===== src/rtl/maxpool_engine_pkg.sv =====
// Shared types and defaults for the 2x2/stride-2 max-pooling engine.
package maxpool_engine_pkg;

  localparam int DATA_W_DEF  = 8;
  localparam int ADDR_W_DEF  = 16;
  localparam int MAX_DIM_DEF = 28;
  localparam int DIM_W       = 9;

  localparam logic [2:0] S_IDLE  = 3'd0;
  localparam logic [2:0] S_ISSUE = 3'd1;
  localparam logic [2:0] S_DRAIN = 3'd2;
  localparam logic [2:0] S_EMIT  = 3'd3;
  localparam logic [2:0] S_DONE  = 3'd4;

  typedef enum logic [2:0] {
    IDLE  = S_IDLE,
    ISSUE = S_ISSUE,
    DRAIN = S_DRAIN,
    EMIT  = S_EMIT,
    DONE  = S_DONE
  } state_e;

  // An image side is poolable only if it yields at least one output and fits the RAM.
  function automatic logic dim_ok(input logic [DIM_W-1:0] d, input int max_dim);
    return (d >= DIM_W'(2)) && (int'(d) <= max_dim);
  endfunction

endpackage


===== src/rtl/maxpool_engine_if.sv =====
// Image-RAM read port and pooled-pixel output stream of the max-pooling engine.
interface maxpool_engine_if
  import maxpool_engine_pkg::*;
#(
  parameter int DATA_W = DATA_W_DEF,
  parameter int ADDR_W = ADDR_W_DEF
);
  logic [ADDR_W-1:0] ram_addr;
  logic [DATA_W-1:0] ram_dataout;
  logic [DATA_W-1:0] out_data;
  logic              out_valid;
  logic              out_ready;
  logic              out_last;

  // Handshake: out_data/out_last are meaningful only while out_valid is high; a pixel
  // transfers on a rising edge with out_valid && out_ready, and until then out_valid,
  // out_data and out_last hold. ram_dataout returns the word addressed one cycle earlier.
  modport master (
    output ram_addr,
    input  ram_dataout,
    output out_data,
    output out_valid,
    output out_last,
    input  out_ready
  );

  modport slave (
    input  ram_addr,
    output ram_dataout,
    input  out_data,
    input  out_valid,
    input  out_last,
    output out_ready
  );
endinterface


===== src/rtl/maxpool_engine_addr_gen.sv =====
// Window address generator: i/j output counters, row base, k offset and last-pixel flag.
module maxpool_addr_gen
  import maxpool_engine_pkg::*;
#(
  parameter int ADDR_W = ADDR_W_DEF
) (
  input  logic              clk,
  input  logic              rst_n,
  input  logic              clear,
  input  logic [DIM_W-1:0]  dim,
  input  logic              k_step,
  input  logic              pix_step,
  output logic [ADDR_W-1:0] addr,
  output logic [1:0]        k,
  output logic              last_pix
);

  logic [DIM_W-1:0]  i_q, j_q;
  logic [DIM_W-1:0]  p_last;
  logic [ADDR_W-1:0] row_base_q;
  logic [ADDR_W-1:0] dim_a;
  logic [ADDR_W-1:0] col;
  logic [ADDR_W-1:0] offset;
  logic [1:0]        k_q;

  assign dim_a    = ADDR_W'(dim);
  assign p_last   = (dim >> 1) - DIM_W'(1);
  assign col      = ADDR_W'({j_q, 1'b0});
  assign k        = k_q;
  assign last_pix = (i_q == p_last) && (j_q == p_last);

  always_comb begin
    offset = '0;
    case (k_q)
      2'd0: offset = '0;
      2'd1: offset = ADDR_W'(1);
      2'd2: offset = dim_a;
      2'd3: offset = dim_a + ADDR_W'(1);
      default: offset = '0;
    endcase
  end

  // row_base_q tracks 2*i*dim incrementally, so no multiplier is needed.
  assign addr = row_base_q + col + offset;

  always_ff @(posedge clk or negedge rst_n) begin
    if (!rst_n) begin
      i_q        <= '0;
      j_q        <= '0;
      row_base_q <= '0;
      k_q        <= '0;
    end else if (clear) begin
      i_q        <= '0;
      j_q        <= '0;
      row_base_q <= '0;
      k_q        <= '0;
    end else begin
      if (k_step) k_q <= k_q + 2'd1;
      if (pix_step) begin
        if (j_q == p_last) begin
          j_q        <= '0;
          i_q        <= i_q + DIM_W'(1);
          row_base_q <= row_base_q + (dim_a << 1);
        end else begin
          j_q <= j_q + DIM_W'(1);
        end
      end
    end
  end

endmodule


===== src/rtl/maxpool_engine.sv =====
// 2x2 stride-2 max pooling over a dim x dim image held in a shared RAM.
// Control FSM, running-max register and output handshake; addressing lives in maxpool_addr_gen.
module maxpool_engine
  import maxpool_engine_pkg::*;
#(
  parameter int DATA_W  = DATA_W_DEF,
  parameter int ADDR_W  = ADDR_W_DEF,
  parameter int MAX_DIM = MAX_DIM_DEF
) (
  input  logic             clk,
  input  logic             rst_n,
  input  logic             start,
  input  logic [DIM_W-1:0] dim,
  maxpool_engine_if.master bus,
  output logic             busy,
  output logic             done,
  output logic [2:0]       dbg_state
);

  state_e            state_q, state_d;
  logic [DIM_W-1:0]  dim_q;
  logic              bad_q;
  logic [DATA_W-1:0] max_q;
  logic              samp_vld_q;
  logic [1:0]        samp_k_q;

  logic              accept;
  logic              k_step;
  logic              pix_step;
  logic [ADDR_W-1:0] gen_addr;
  logic [1:0]        k;
  logic              last_pix;

  assign accept   = (state_q == IDLE) && start;
  assign k_step   = (state_q == ISSUE) && !bad_q;
  assign pix_step = (state_q == EMIT) && bus.out_ready;

  maxpool_addr_gen #(.ADDR_W(ADDR_W)) u_addr_gen (
    .clk      (clk),
    .rst_n    (rst_n),
    .clear    (accept),
    .dim      (dim_q),
    .k_step   (k_step),
    .pix_step (pix_step),
    .addr     (gen_addr),
    .k        (k),
    .last_pix (last_pix)
  );

  // An unusable dim still passes through one ISSUE cycle, giving done two cycles after start.
  always_comb begin
    state_d = state_q;
    case (state_q)
      IDLE:    if (start) state_d = ISSUE;
      ISSUE:   if (bad_q) state_d = DONE;
               else if (k == 2'd3) state_d = DRAIN;
      DRAIN:   state_d = EMIT;
      EMIT:    if (bus.out_ready) state_d = last_pix ? DONE : ISSUE;
      DONE:    state_d = IDLE;
      default: state_d = IDLE;
    endcase
  end

  always_ff @(posedge clk or negedge rst_n) begin
    if (!rst_n) begin
      state_q <= IDLE;
      dim_q   <= '0;
      bad_q   <= 1'b0;
    end else begin
      state_q <= state_d;
      if (accept) begin
        dim_q <= dim;
        bad_q <= !dim_ok(dim, MAX_DIM);
      end
    end
  end

  // Read data trails the address by one cycle, so remember which k it belongs to.
  always_ff @(posedge clk or negedge rst_n) begin
    if (!rst_n) begin
      samp_vld_q <= 1'b0;
      samp_k_q   <= '0;
      max_q      <= '0;
    end else begin
      samp_vld_q <= k_step;
      samp_k_q   <= k;
      if (samp_vld_q) begin
        if (samp_k_q == 2'd0) max_q <= bus.ram_dataout;
        else if (bus.ram_dataout > max_q) max_q <= bus.ram_dataout;
      end
    end
  end

  assign bus.ram_addr  = k_step ? gen_addr : '0;
  assign bus.out_data  = max_q;
  assign bus.out_valid = (state_q == EMIT);
  assign bus.out_last  = (state_q == EMIT) && last_pix;

  assign busy      = (state_q == ISSUE) || (state_q == DRAIN) || (state_q == EMIT);
  assign done      = (state_q == DONE);
  assign dbg_state = state_q;

endmodule


===== src/flat_wrapper.sv =====
// flat-port wrapper written by rule: the top's interface ports become plain ports
module maxpool_engine_flat import maxpool_engine_pkg::*;
#(
  parameter int DATA_W  = DATA_W_DEF,
  parameter int ADDR_W  = ADDR_W_DEF,
  parameter int MAX_DIM = MAX_DIM_DEF
)
  (clk, rst_n, start, dim, busy, done, dbg_state, bus_ram_addr, bus_ram_dataout, bus_out_data, bus_out_valid, bus_out_last, bus_out_ready);
  maxpool_engine_if #(.DATA_W(DATA_W), .ADDR_W(ADDR_W)) bus_i ();
  input  logic clk;
  input  logic rst_n;
  input  logic start;
  input  logic [DIM_W-1:0] dim;
  output logic busy;
  output logic done;
  output logic [2:0] dbg_state;
  output wire logic [$bits(bus_i.ram_addr)-1:0] bus_ram_addr;
  input wire logic [$bits(bus_i.ram_dataout)-1:0] bus_ram_dataout;
  output wire logic [$bits(bus_i.out_data)-1:0] bus_out_data;
  output wire logic [$bits(bus_i.out_valid)-1:0] bus_out_valid;
  output wire logic [$bits(bus_i.out_last)-1:0] bus_out_last;
  input wire logic [$bits(bus_i.out_ready)-1:0] bus_out_ready;
  assign bus_ram_addr = bus_i.ram_addr;
  assign bus_i.ram_dataout = bus_ram_dataout;
  assign bus_out_data = bus_i.out_data;
  assign bus_out_valid = bus_i.out_valid;
  assign bus_out_last = bus_i.out_last;
  assign bus_i.out_ready = bus_out_ready;
  maxpool_engine #(.DATA_W(DATA_W), .ADDR_W(ADDR_W), .MAX_DIM(MAX_DIM)) u_core (.clk(clk), .rst_n(rst_n), .start(start), .dim(dim), .bus(bus_i), .busy(busy), .done(done), .dbg_state(dbg_state));
endmodule

===== config.mk =====
export PLATFORM = sky130hd
export DESIGN_NAME = maxpool_engine_flat
export DESIGN_NICKNAME = d
export VERILOG_FILES = /design/src/rtl/maxpool_engine_pkg.sv /design/src/rtl/maxpool_engine_if.sv /design/src/rtl/maxpool_engine_addr_gen.sv /design/src/rtl/maxpool_engine.sv /design/src/flat_wrapper.sv
export SDC_FILE = /design/constraint.sdc
export NUM_CORES = 1
export LEC_CHECK = 0
export CELL_PAD_IN_SITES_DETAIL_PLACEMENT = 1
export CELL_PAD_IN_SITES_GLOBAL_PLACEMENT = 1
export CORE_MARGIN = 5
export CORE_UTILIZATION = 48
export DETAILED_ROUTE_END_ITERATION = 12
export GPL_TIMING_DRIVEN = 0
export MAX_ROUTING_LAYER = met4
export PLACE_DENSITY_LB_ADDON = 0.1
export SYNTH_ARGS = -nofsm -noshare
export SYNTH_HDL_FRONTEND = slang
export SYNTH_HIERARCHICAL = 1
export SYNTH_SLANG_ARGS = --single-unit

===== constraint.sdc =====
create_clock -name clk -period 6.2 [get_ports clk]
set_input_delay 0.93 -clock clk [delete_from_list [all_inputs] [get_ports clk]]
set_output_delay 0.93 -clock clk [all_outputs]
set_load 0.05 [all_outputs]

Yosys cells after proc, flatten, opt, wreduce, memory -nomap -nowiden
Cells that the tools add are included.
{ "totals": {"register_bits": 60, "out_inout_bits": 31} }
{ "op_classes": {"add_sub_neg": 8, "magnitude_cmp": 3, "eq_ne": 12, "n_mux": 21, "n_reduce_logical": 20} }
{ "op_table": {"columns": ["operator", "count"], "rows": [
  ["$mux 16", 4],
  ["$pmux 16 s4", 1],
  ["$mux 9", 6],
  ["$add 16x10->16", 2],
  ["$add 9x1->9 const B", 2],
  ["$eq 9x9->1", 2],
  ["$add 16x16->16", 1],
  ["$mux 8", 2],
  ["$mux 3", 5],
  ["$pmux 3 s4", 1],
  ["$add 9x1->10 const B", 1],
  ["$ge 9x2->1 const B", 1],
  ["$le 9x5->1 const B", 1],
  ["$sub 8x1->9 const B", 1],
  ["$gt 8x8->1", 1],
  ["$reduce_bool 2->1", 4],
  ["$eq 3x2->1 const B", 2],
  ["$logic_and 1x1->1", 6],
  ["$eq 2x2->1 const B", 2],
  ["$logic_not 2->1", 2],
  ["$mux 2", 2],
  ["$reduce_and 2->1", 2],
  ["$eq 3x1->1 const B", 1],
  ["$eq 3x3->1 const B", 1],
  ["other kinds (9)", 11]
]} }

Depth between registers and ports, before layout
{ "logic_depth": {"depth_word": 6, "depth_mapped": 15, "mapped_depth_nobuf": 15} }

By module
Netlist, hierarchy kept.
{ "modules_own_cells": {"columns": ["module", "n_inst", "cells_per_inst", "area_per_inst_um2", "seq_area_each_um2"], "rows": [
  ["maxpool_addr_gen", 1, 439, 3637.2, 875.8],
  ["maxpool_engine", 1, 145, 1468.9, 600.6]
]} }

Least setup slack after synthesis
OpenSTA, ideal clock, no wires.
{ "synth_path": {"path_kind": "reg2out", "from": "register u_core.u_addr_gen.k_q[1] (netlist: u_core/u_addr_gen/k[1])", "to": "output bus_ram_addr[15]", "arrival_time_ns": 3.659, "required_time_ns": 5.270, "slack_ns": 1.611, "stages_incl_launch_ff": 14, "cell_sequence": "dfrtp_1 > ha_1 > inv_1 > or2_2 > or3_1 > a21oi_1 > fa_1 > ha_1 > o21a_1 > o21ai_0 > a31o_2 > a211oi_1 > xor2_1 > and2_1"} }
{ "synth_via": {"elab_chain_cells": 4, "elab_cells_between_ends": 7, "cone_classes": "add/sub: 1; eq/ne: 3; mux: 2; reduce/logical: 1"} }
{ "synth_lines": {"columns": ["item", "line_no", "text"], "rows": [
  ["start: declaration", "maxpool_engine_addr_gen.sv:24", "logic [1:0] k_q;"],
  ["start signal: assignment", "maxpool_engine_addr_gen.sv:58", "if (k_step) k_q <= k_q + 2'd1;"],
  ["$eq 2x2->1, or another cell as far along", "maxpool_engine_addr_gen.sv:34", "case (k_q)"],
  ["$pmux 16 s4 (*)", "maxpool_engine_addr_gen.sv:34", null],
  ["$add 16x16->16 (*)", "maxpool_engine_addr_gen.sv:44", "assign addr = row_base_q + col + offset;"],
  ["net u_core.gen_addr[15]", "maxpool_engine.sv:30", "logic [ADDR_W-1:0] gen_addr;"],
  ["$mux 16 (*)", "maxpool_engine.sv:94", "assign bus.ram_addr = k_step ? gen_addr : '0;"],
  ["end: declaration", "flat_wrapper.sv:17", "output wire logic [$bits(bus_i.ram_addr)-1:0] bus_ram_addr;"]
]} }
The timed path passes the listed nets; every way through them passes the cells marked *. The select of a mux whose other input is x is not followed.

Worst setup path after layout
{ "layout_path": {"from": "register u_core.u_addr_gen.k_q[1] (netlist: u_core/u_addr_gen/k[1])", "to": "output bus_ram_addr[12]"} }
Same word-level chain as after synthesis.

==> out/metrics.yaml <==
outcome:
  outcome: "finished clean"
sta:
  timing_max_transition_violations_final: 0
  worst_hold_check_slack_ps: 524
  max_slew_margin_pct: 29.3
  post-route-period-util_pct: 94.8
  min_period_ps: 5880
  rsz0062_at_grt: "no"
  max_slew.worst_pin.slew_ps: 1050
  setup_viol: 0
  clock_skew_ps: 6.42
  timing.setup.tns_ps: 0
  finalHoldViolCount: 0
  clock.fmax_ghz: 0.170
detailed_routing:
  drcViolationCount: 0
  post_route_antenna_net_violation_count: 0
  routedWlPerCell_um: 20.0
  route.detailed.vias_per_inst: 6.13
  drt_pre_antenna_iters: 5
  via_count: 4821
  drt_iter0_markers: 272
  drt_wl_total_um: 15700
power:
  power.share.sequential_pct: 27.3
  clockPowerShare_pct: 20.0
  combinationalPowerShare_pct: 52.7
  power.ir.vdd_worst_mv: 0.267
  p_per_area_nw_per_um2: 348
  power_leakage_nw: 2.62
  power.share.switching_pct: 46.8
  power_switching_mw: 0.982
  cellInternalPower_mw: 1.12
cells_and_area:
  final_cell_count_no_fill: 787
  design.final.nets: 712
  antennaDiodeCount: 0
  finalCoreUtilization_pct: 58.0
  synthToLayoutAreaGrowth_pct: 17.9
  mostFrequentLayoutCells: "sky130_fd_sc_hd__dfrtp_1 (59), sky130_fd_sc_hd__nor2_1 (49), sky130_fd_sc_hd__clkdlybuf4s50_1 (47)"
  drive_above_1_share_pct: 7.99
  layout_commonest_cell: "sky130_fd_sc_hd__dfrtp_1"
setup_path:
  crit_chain: "ha_1, inv_1, or2_2, mux2_2, nor2_1, fa_1, ha_1, o21ai_0, inv_1, a21boi_0, o31ai_1, nand2_1, xnor2_1, and2_1, clkdlybuf4s50_1"
  r2r_setup_slack_ps: 2120
  path_max_fanout: 9
  slowest_delay_ps: 800
  cp.arrival_ps: 4950
  critical_path_class: "register to output port"
  critical_path.slowest_cell: "sky130_fd_sc_hd__clkdlybuf4s50_1"
  r2r_cells: 14
  setup.worst_path.start_class: "register"
  regToRegStartpoint: "u_core/dim_q[1]"
  critical_path.endpoint_type: "output port"
  cp_data_required_time_ps: 5270
  r2r-end: "u_core/dbg_state[2]"
global_routing:
  grt_pass1_vias: 5089
  grt_antenna_before_repair: 0
  grt_first_pass_wirelength_um: 25900
  globalRouteOverflowTotal: 0
  grt.total_usage_pct: 25.9
  grt_start_max_net_pins: 60
clocking:
  cts_tree: "yes"
  cts_setup_buffers: 0
  path_clk_slew_ps: 70
  cts_num_sinks: 59
  cts-root-buf: "sky130_fd_sc_hd__clkbuf_8"
  clock_insertion_delay_worst_skew_ps: 360
  htree_num_levels: 3
  cts_hold_buffers: 0
  cts_inserted_buffers: 9
  ctsLongestPathBuffers: 2
floorplanning:
  dieHeight_um: 113
  floorplan.die.width_um: 113
  placement_rows: 37
  core_um2: 10400
  initial_core_util_pct: 49.2
  floorplan.io_pins: 52
  design.die.area_um2: 12800
hold_path:
  cell_depth_of_the_worst_hold_path: 0
  hold_path_startpoint: "u_core/u_addr_gen/k[0]"
  timing.hold.worst.class: "register to register"
  hold-path-endpoint: "u_core/samp_k_q[0]"
logic_synthesis:
  syn_nets: 650
  syn_area_um2: 5110
  dominantRegCellSynth: "sky130_fd_sc_hd__dfrtp_1"
  synth-edff-count: 0
  synthCells: 584
  post_synth.cell_area_avg_um2: 8.74
  ys_seq_elements: 59
  asyncSetResetFlopFracSynth_pct: 100
  unique_cell_type_count_in_the_yosys_netlist: 72
  register_area_share_after_synthesis_pct: 28.9
  yosys_warnings: 6
run:
  cap_viol_max_count: 0
placed_design:
  dp_hpwl_um: 11900
  numPortBuffers: 51
  globalplace.congestion: 0.917
  placed_cells_incl_taps: 771
-- worst max-delay path: cells and delay by family (launching register included) --
kind | cells | cell delay [ps]
simple gates | 4 | 770
flops | 1 | 480
xor+xnor | 1 | 130
fa+ha+maj | 3 | 1250
mux | 1 | 270
buf+inv | 3 | 1090
compound gates | 3 | 580
-- flip-flops by register name, indices dropped and copies added, names as in the netlist --
register                      count
u_core/bad_q                      1
u_core/bus.out_data               8
u_core/dbg_state                  3
u_core/dim_q                      9
u_core/samp_k_q                   2
u_core/samp_vld_q                 1
u_core/u_addr_gen/i_q             9
u_core/u_addr_gen/j_q             9
u_core/u_addr_gen/k               2
u_core/u_addr_gen/row_base_q     15
-- cell families after synthesis --
kind of cell | after synthesis | share of synthesized area [%]
flops | 59 | 28.9
xor+xnor | 40 | 7.13
fa+ha+maj | 45 | 12.6
buf+inv | 67 | 5.61
simple gates | 206 | 22.4
compound gates | 143 | 18.2
other cells | 1 | 0.0734
mux | 23 | 4.97
-- cells in the mapped netlist, drive strengths merged, types with 2 or more instances --
cell    number  area share (%)
dfrtp       59              29
nor2        50             3.7
a21oi       43             4.2
inv         35             2.6
ha          34             8.3
o21ai       32             3.2
xnor2       25             4.3
nand3       24             2.4
nand2       23             1.7
and2        19             2.3
mux2        19             4.2
clkbuf      18             1.3
buf         14             1.7
nor4        14             1.7
xor2        14             2.4
nor3        13             1.3
fa          11             4.3
nor2b       10             1.4
or4         10             1.5
a22oi        9             1.3
or3          9             1.1
o221ai       8             1.4
o31ai        8             1.2
a211oi       7             1.1
and3         7            0.88
nand4        6            0.74
nand2b       5            0.61
a31oi        4            0.49
mux2i        4            0.78
o211ai       4            0.69
o21a         4            0.59
o21bai       4            0.59
a21boi       3            0.44
nand4b       3            0.51
nor4b        3             1.1
a21o         2            0.29
a31o         2            0.34
and4         2            0.39
nand3b       2            0.29
nor3b        2            0.29
o22ai        2            0.24
or2          2            0.24
-- worst max-delay path by stage --
stage                           start                to  slack [ps]  cells after the start
3_3_place_gp   u_core/u_addr_gen/k[1]  bus_ram_addr[15]         640                     14
3_5_place_dp   u_core/u_addr_gen/k[1]  bus_ram_addr[15]         540                     14
5_1_grt        u_core/u_addr_gen/k[1]  bus_ram_addr[12]          30                     15
6_report       u_core/u_addr_gen/k[1]  bus_ram_addr[12]         320                     15
4_1_cts        u_core/u_addr_gen/k[1]  bus_ram_addr[15]         110                     14
2_1_floorplan  u_core/u_addr_gen/k[1]  bus_ram_addr[15]        1610                     13
-- metal layers --
layer | vias to the layer above | GRT usage, % | wire length, um
li1 | 2246 | - | -
met1 | 2409 | 30.4 | 6680
met2 | 129 | 43.3 | 7750
met3 | 37 | 4.28 | 697
met4 | 0 | 12.3 | 576
met5 | - | - | 0
-- power by group through the flow --
stage	clock network (mW)	registers (mW)	logic, mW
floorplan	0	0.660	0.665
global placement	0	0.575	1.04
detailed placement	0	0.579	1.09
CTS	0.428	0.573	1.10
global route	0.449	0.587	1.19
finish	0.419	0.573	1.11
-- layout make-up --
cell class / instances / area, um2
Buffer: 32 / 155
Clock buffer: 12 / 155
Clock inverter: 4 / 72.6
Fill cell: 1244 / 4350
Inverter: 35 / 131
Multi-Input combinational cell: 458 / 3340
Sequential cell: 59 / 1480
Tap cell: 136 / 170
Timing Repair Buffer: 51 / 515
-- stage by stage --
stage	power (mW)	setup slack, ps	area, um2
2_1_floorplan	1.32	1610	5110
4_1_cts	2.10	114	6010
3_3_place_gp	1.62	638	5790
6_report	2.10	325	6020
3_5_place_dp	1.67	536	5780
5_1_grt	2.23	29.8	6020
-- repair_timing --
item / 4_1_cts / 5_1_grt
gates resized for setup: 0 / 3
endpoints found under the setup margin: 0 / 3
endpoints found under the hold margin: 0 / 0
Power figures use the tool's default switching activity.
